File: src/rtl/jelly_bean_taster_array.sv
// jelly_bean_taster_array
// NUM_CH valid/ready command channels, each feeding its own small FIFO. A round-robin
// arbiter pops at most one entry per cycle. WRITE entries update the channel's last taste
// and the saturating statistics counters. READ entries return that channel's last taste
// on a single channel-tagged result stream with valid/ready back-pressure.
module jelly_bean_taster_array #(
    parameter int NUM_CH       = 4,
    parameter int FIFO_DEPTH   = 4,
    parameter int CNT_W        = 16,
    parameter int YUCKY_FLAVOR = 4,
    localparam int CH_W        = (NUM_CH > 1) ? $clog2(NUM_CH) : 1
) (
    input  logic                  clk,
    input  logic                  rst_n,
    input  logic [NUM_CH-1:0]     in_valid,
    output logic [NUM_CH-1:0]     in_ready,
    input  logic [3*NUM_CH-1:0]   in_flavor,
    input  logic [2*NUM_CH-1:0]   in_color,
    input  logic [NUM_CH-1:0]     in_sugar_free,
    input  logic [NUM_CH-1:0]     in_sour,
    input  logic [2*NUM_CH-1:0]   in_command,
    output logic                  out_valid,
    input  logic                  out_ready,
    output logic [1:0]            out_taste,
    output logic [CH_W-1:0]       out_ch,
    input  logic                  clr_cnt,
    output logic [CNT_W-1:0]      yummy_cnt,
    output logic [CNT_W-1:0]      yucky_cnt
);

    localparam int PTR_W   = $clog2(FIFO_DEPTH);
    localparam int ENTRY_W = 9;   // {flavor[8:6], color[5:4], sugar_free[3], sour[2], command[1:0]}

    localparam logic [1:0] CMD_READ      = 2'd1;
    localparam logic [1:0] CMD_WRITE     = 2'd2;
    localparam logic [1:0] TASTE_UNKNOWN = 2'd0;
    localparam logic [1:0] TASTE_YUMMY   = 2'd1;
    localparam logic [1:0] TASTE_YUCKY   = 2'd2;

    localparam logic [PTR_W:0]   PTR_ONE = (PTR_W + 1)'(1);
    localparam logic [CH_W-1:0]  CH_ONE  = CH_W'(1);
    localparam logic [CH_W-1:0]  CH_LAST = CH_W'(NUM_CH - 1);
    localparam logic [CNT_W-1:0] CNT_ONE = CNT_W'(1);
    localparam logic [CNT_W-1:0] CNT_MAX = {CNT_W{1'b1}};

    // Taste of a WRITE: a zero flavor is unknown, the configured flavor turns yucky when sour.
    function automatic logic [1:0] taste_of(input logic [2:0] flavor, input logic sour);
        logic [1:0] t;
        if (flavor == 3'd0) begin
            t = TASTE_UNKNOWN;
        end else if ((flavor == 3'(YUCKY_FLAVOR)) && sour) begin
            t = TASTE_YUCKY;
        end else begin
            t = TASTE_YUMMY;
        end
        return t;
    endfunction

    logic [ENTRY_W-1:0] mem_q        [NUM_CH][FIFO_DEPTH];
    logic [ENTRY_W-1:0] mem_d        [NUM_CH][FIFO_DEPTH];
    logic [PTR_W:0]     wr_ptr_q     [NUM_CH];
    logic [PTR_W:0]     wr_ptr_d     [NUM_CH];
    logic [PTR_W:0]     rd_ptr_q     [NUM_CH];
    logic [PTR_W:0]     rd_ptr_d     [NUM_CH];
    logic [1:0]         last_taste_q [NUM_CH];
    logic [1:0]         last_taste_d [NUM_CH];
    logic [CH_W-1:0]    rr_ptr_q, rr_ptr_d;
    logic               out_valid_q, out_valid_d;
    logic [1:0]         out_taste_q, out_taste_d;
    logic [CH_W-1:0]    out_ch_q, out_ch_d;
    logic [CNT_W-1:0]   yummy_cnt_q, yummy_cnt_d;
    logic [CNT_W-1:0]   yucky_cnt_q, yucky_cnt_d;

    logic [NUM_CH-1:0]  empty_s;
    logic [NUM_CH-1:0]  full_s;
    logic               serve_en_s;
    logic               grant_vld_s;
    logic [CH_W-1:0]    grant_ch_s;
    logic [CH_W-1:0]    idx_s;
    logic [1:0]         pop_cmd_s;
    logic [2:0]         pop_flavor_s;
    logic               pop_sour_s;
    logic [1:0]         pop_taste_s;

    // FIFO occupancy flags from the registered pointers; the extra MSB separates full from empty.
    always_comb begin
        for (int i = 0; i < NUM_CH; i++) begin
            empty_s[i] = (wr_ptr_q[i] == rd_ptr_q[i]);
            full_s[i]  = (wr_ptr_q[i][PTR_W] != rd_ptr_q[i][PTR_W]) &&
                         (wr_ptr_q[i][PTR_W-1:0] == rd_ptr_q[i][PTR_W-1:0]);
        end
    end

    assign in_ready = ~full_s;

    // Round-robin grant: the first non-empty FIFO at or after rr_ptr, only when the result slot can take it.
    always_comb begin
        serve_en_s  = !out_valid_q || out_ready;
        grant_vld_s = 1'b0;
        grant_ch_s  = '0;
        idx_s       = '0;
        for (int k = NUM_CH - 1; k >= 0; k--) begin
            idx_s = CH_W'((int'(rr_ptr_q) + k) % NUM_CH);
            if (serve_en_s && !empty_s[idx_s]) begin
                grant_vld_s = 1'b1;
                grant_ch_s  = idx_s;
            end else begin
                grant_vld_s = grant_vld_s;
            end
        end
    end

    // Fields of the head entry of the granted FIFO.
    always_comb begin
        pop_cmd_s    = mem_q[grant_ch_s][rd_ptr_q[grant_ch_s][PTR_W-1:0]][1:0];
        pop_sour_s   = mem_q[grant_ch_s][rd_ptr_q[grant_ch_s][PTR_W-1:0]][2];
        pop_flavor_s = mem_q[grant_ch_s][rd_ptr_q[grant_ch_s][PTR_W-1:0]][8:6];
        pop_taste_s  = taste_of(pop_flavor_s, pop_sour_s);
    end

    // Next state: enqueue accepted READ/WRITE beats, execute the granted entry, update counters.
    always_comb begin
        mem_d        = mem_q;
        wr_ptr_d     = wr_ptr_q;
        rd_ptr_d     = rd_ptr_q;
        last_taste_d = last_taste_q;
        rr_ptr_d     = rr_ptr_q;
        out_taste_d  = out_taste_q;
        out_ch_d     = out_ch_q;
        yummy_cnt_d  = yummy_cnt_q;
        yucky_cnt_d  = yucky_cnt_q;

        for (int i = 0; i < NUM_CH; i++) begin
            if (in_valid[i] && !full_s[i] &&
                ((in_command[2*i +: 2] == CMD_READ) || (in_command[2*i +: 2] == CMD_WRITE))) begin
                mem_d[i][wr_ptr_q[i][PTR_W-1:0]] = {in_flavor[3*i +: 3], in_color[2*i +: 2],
                                                    in_sugar_free[i], in_sour[i],
                                                    in_command[2*i +: 2]};
                wr_ptr_d[i] = wr_ptr_q[i] + PTR_ONE;
            end else begin
                wr_ptr_d[i] = wr_ptr_q[i];
            end
        end

        if (out_ready) begin
            out_valid_d = 1'b0;
        end else begin
            out_valid_d = out_valid_q;
        end

        if (grant_vld_s) begin
            rd_ptr_d[grant_ch_s] = rd_ptr_q[grant_ch_s] + PTR_ONE;
            if (grant_ch_s == CH_LAST) begin
                rr_ptr_d = '0;
            end else begin
                rr_ptr_d = grant_ch_s + CH_ONE;
            end
            case (pop_cmd_s)
                CMD_WRITE: begin
                    last_taste_d[grant_ch_s] = pop_taste_s;
                    if ((pop_taste_s == TASTE_YUMMY) && (yummy_cnt_q != CNT_MAX)) begin
                        yummy_cnt_d = yummy_cnt_q + CNT_ONE;
                    end else if ((pop_taste_s == TASTE_YUCKY) && (yucky_cnt_q != CNT_MAX)) begin
                        yucky_cnt_d = yucky_cnt_q + CNT_ONE;
                    end else begin
                        yummy_cnt_d = yummy_cnt_q;
                    end
                end
                CMD_READ: begin
                    out_valid_d = 1'b1;
                    out_taste_d = last_taste_q[grant_ch_s];
                    out_ch_d    = grant_ch_s;
                end
                default: begin
                    out_taste_d = out_taste_q;
                end
            endcase
        end else begin
            rr_ptr_d = rr_ptr_q;
        end

        if (clr_cnt) begin
            yummy_cnt_d = '0;
            yucky_cnt_d = '0;
        end else begin
            yummy_cnt_d = yummy_cnt_d;
        end
    end

    // State registers; reset empties every FIFO and drops any pending result.
    always_ff @(posedge clk or negedge rst_n) begin
        if (!rst_n) begin
            mem_q        <= '{default: '0};
            wr_ptr_q     <= '{default: '0};
            rd_ptr_q     <= '{default: '0};
            last_taste_q <= '{default: TASTE_UNKNOWN};
            rr_ptr_q     <= '0;
            out_valid_q  <= 1'b0;
            out_taste_q  <= TASTE_UNKNOWN;
            out_ch_q     <= '0;
            yummy_cnt_q  <= '0;
            yucky_cnt_q  <= '0;
        end else begin
            mem_q        <= mem_d;
            wr_ptr_q     <= wr_ptr_d;
            rd_ptr_q     <= rd_ptr_d;
            last_taste_q <= last_taste_d;
            rr_ptr_q     <= rr_ptr_d;
            out_valid_q  <= out_valid_d;
            out_taste_q  <= out_taste_d;
            out_ch_q     <= out_ch_d;
            yummy_cnt_q  <= yummy_cnt_d;
            yucky_cnt_q  <= yucky_cnt_d;
        end
    end

    assign out_valid = out_valid_q;
    assign out_taste = out_taste_q;
    assign out_ch    = out_ch_q;
    assign yummy_cnt = yummy_cnt_q;
    assign yucky_cnt = yucky_cnt_q;

endmodule
File: config.mk
export PLATFORM = sky130hd
export DESIGN_NAME = jelly_bean_taster_array
export DESIGN_NICKNAME = d
export VERILOG_FILES = /design/src/rtl/jelly_bean_taster_array.sv
export SDC_FILE = /design/constraint.sdc
export NUM_CORES = 1
export LEC_CHECK = 0
export ABC_AREA = 1
export CAP_MARGIN = 20
export CORE_ASPECT_RATIO = 0.6
export CORE_MARGIN = 1.5
export CORE_UTILIZATION = 63
export DETAILED_ROUTE_END_ITERATION = 16
export PLACE_DENSITY = 0.86
export SYNTH_ARGS = -nofsm -noshare
export SYNTH_HDL_FRONTEND = slang
export SYNTH_SLANG_ARGS = --single-unit
File: constraint.sdc
create_clock -name clk -period 4.3 [get_ports clk]
set_input_delay 0.86 -clock clk [delete_from_list [all_inputs] [get_ports clk]]
set_output_delay 0.86 -clock clk [all_outputs]
set_load 0.05 [all_outputs]
==> impl_metrics.csv <==
group,metric,value,unit
critical_path,arrival,4160,ps
sta,tns,0,ps
sta,fmax,264,MHz
sta,tightest_slew,1010,ps
layout,num_antenna_cells,0,
die,start_util,64.3,%
layout,drive_gt1_share,8.54,%
global_route,grt_pass1_wl,39.3,mm
drt,viasPerCell,5.67,
critical_path,path_class,"in2reg",
yosys,seq_area_frac_synth,45.0,%
drt,wire_per_inst,15.8,um
critical_path,required,4660,ps
die,coreArea,0.0144,mm^2
sta,min_period,3790,ps
yosys,syn_nets,1250,
yosys,synth_cell_types,37,
critical_path,cp_max_fo,60,
clocking,clk_pin_slew,70,ps
drt,wirelength,23.1,mm
yosys,ys_ff_latch,167,
critical_path,end_kind,"flip-flop",
sta,finalHoldViolations,0,
die,die_w,160,um
global_route,grt_pass1_vias,7773,
yosys,synth.avg_cell_area,7.84,um^2
layout,syn_to_final_growth,15.0,%
placement,dp_cells,1430,
yosys,synthesis.area,0.00928,mm^2
clocking,clk_latency,440,ps
critical_path,crit_start,"out_ready",
clocking,cts_inserted_buffers,17,
drt,route.vias.total,8285,
clocking,ctsResizeCount,0,
placement,dpl.hpwl,16.2,mm
global_route,antenna_found_initial,0,
global_route,gr-total-overflow,0,
clocking,cts-root-buf,"clkbuf_16",
placement,io_buffer_count,72,
clocking,post_cts_buffers,0,
sta,maxSlewHeadroom,32.7,%
global_route,grt_max_degree,88,
critical_path,worst_r2r_startpoint,"rd_ptr_q[4]",
placement,post_dp_cell_area,0.0101,mm^2
critical_path,startpoint_type,"primary input",
placement,place.gp.congestion,0.887,
drt,drcViolationCount,0,
drt,drtIter0Drc,930,
die,dieArea,0.0155,mm^2
worst_hold_path,hold_class,"in2async",
sta,rsz0062_at_grt,"no",
clocking,cts.path.max_buffers,2,
yosys,synth_edf_count,0,
sta,skew,15.6,ps
yosys,netlist_instances,1183,
run,drv_cap,0,
die,die_h,97,um
clocking,clock-sinks,167,
yosys,ys.flop_type,"dfrtp_1",
layout,fin_nets,1318,
drt,drtPass1Iterations,5,
clocking,tritoncts,"yes",
sta,setup_violations,0,
global_route,track_usage,31.9,%
sta,drv_slew,0,
yosys,synth_warnings,0,
drt,ant_nets,0,
clocking,cts_hold_repair.buffers,0,
layout,final_util,74.0,%
die,io_pins,85,
clocking,htreeDepth,4,
layout,fin_area,0.0107,mm^2
die,row_count,34,
layout,finalNonFillerCells,1462,
run_status,outcome,"finished clean",
yosys,async_flop_share,100,%
sta,period_share,88.2,%
-- worst max-delay path: stages --
cell	delay [ps]
clkdlybuf4s50_1	460
inv_1	40
nand2_1	200
nand3_2	190
nand2_2	150
nand2_2	70
nand2_4	170
nand2_8	270
nand2_2	190
nand3_2	120
nand2_4	210
nand3_1	100
nand3_1	100
nand2_1	120
inv_1	120
nand3_4	130
nor2_4	370
nand3_1	140
nand2_1	130
-- cell usage in the layout (no fill, tap or decap), types with 8 or more instances in the layout --
cell,Yosys,routed
buf_4,4,10
clkdlybuf4s50_1,0,71
o21a_1,16,16
nand4_1,29,29
nor3_1,9,9
ha_1,23,23
inv_1,125,125
o21ai_0,106,106
o21ai_1,12,12
nand2_1,373,373
inv_2,22,22
nor2_1,36,36
nand3b_1,12,12
dfrtp_1,167,167
nand2_2,12,12
xor2_1,36,36
clkbuf_16,0,17
nand3_1,126,126
nand3_2,8,8
-- area by class of cell --
cell class / count / area, um^2
inverters: 148 / 556
clock inverters: 14 / 154
repair buffers: 83 / 817
multi-input cells: 834 / 4290
flip-flops and latches: 167 / 4180
well taps: 198 / 248
fillers: 1080 / 3750
clock buffers: 18 / 429
-- synth_stat cells, drive strengths merged (6+ instances only) --
cell	n	share of area [%]
o21ai	118	6.4
nand4	29	2.0
inv	147	5.9
nand3	137	8.2
nand3b	12	0.97
nor2	43	2.0
o21a	16	1.3
a21oi	6	0.45
buf	29	2.6
nor3	9	0.49
xor2	36	3.4
ha	23	3.1
nand2	389	16
dfrtp	167	45
-- registers in the layout (all words and copies together), names as in the netlist --
signal,cells
rd_ptr_q,12
out_valid,1
yummy_cnt,16
out_ch,2
last_taste_q,8
rr_ptr_q,2
yucky_cnt,16
out_taste,2
mem_q,96
wr_ptr_q,12
-- metrics by stage --
step	setup slack, ps	hold slack, ps
after floorplan	1380	444
after global placement	264	458
after detailed placement	155	469
after CTS	560	486
after global routing	209	491
final	507	479
-- logic make-up (layout without fill, tap and decap cells) --
group	Yosys count	after routing	synth area share, %
AOI/OAI and AO/OA	142	142	8.44
xor gates and xnor gates	39	39	3.76
adders and majority gates	23	23	3.10
buffers and inverters	182	263	8.75
DFF	167	167	45.0
and+or+nand+nor	630	630	30.9
-- layer usage --
layer	wire, um	GRT usage [%]	vias to the layer above	share of wire [%]
met5	0	0	-	0
met1	11000	48.5	3943	47
li1	-	-	3937	-
met4	308	8.56	0	1.3
met3	2220	8.53	33	9.6
met2	9610	44.9	372	42
-- path summary, 6_finish.rpt --
path / endpoint / slack [ps] / cells past startpoint
worst max-delay path: yucky_cnt[15] / 510 / 19
worst min register to register: mem_q[83] / 480 / 2
worst min-delay path: yucky_cnt[5] / 480 / 1
worst max register to register: yucky_cnt[15] / 510 / 21
max in group asynchronous: mem_q[1] / 2940 / 2
min in group clk: mem_q[83] / 480 / 2
Power is left out: the tool's default activity adds up to more than one toggle a clock period on the data nets, which glitch-free logic cannot reach.
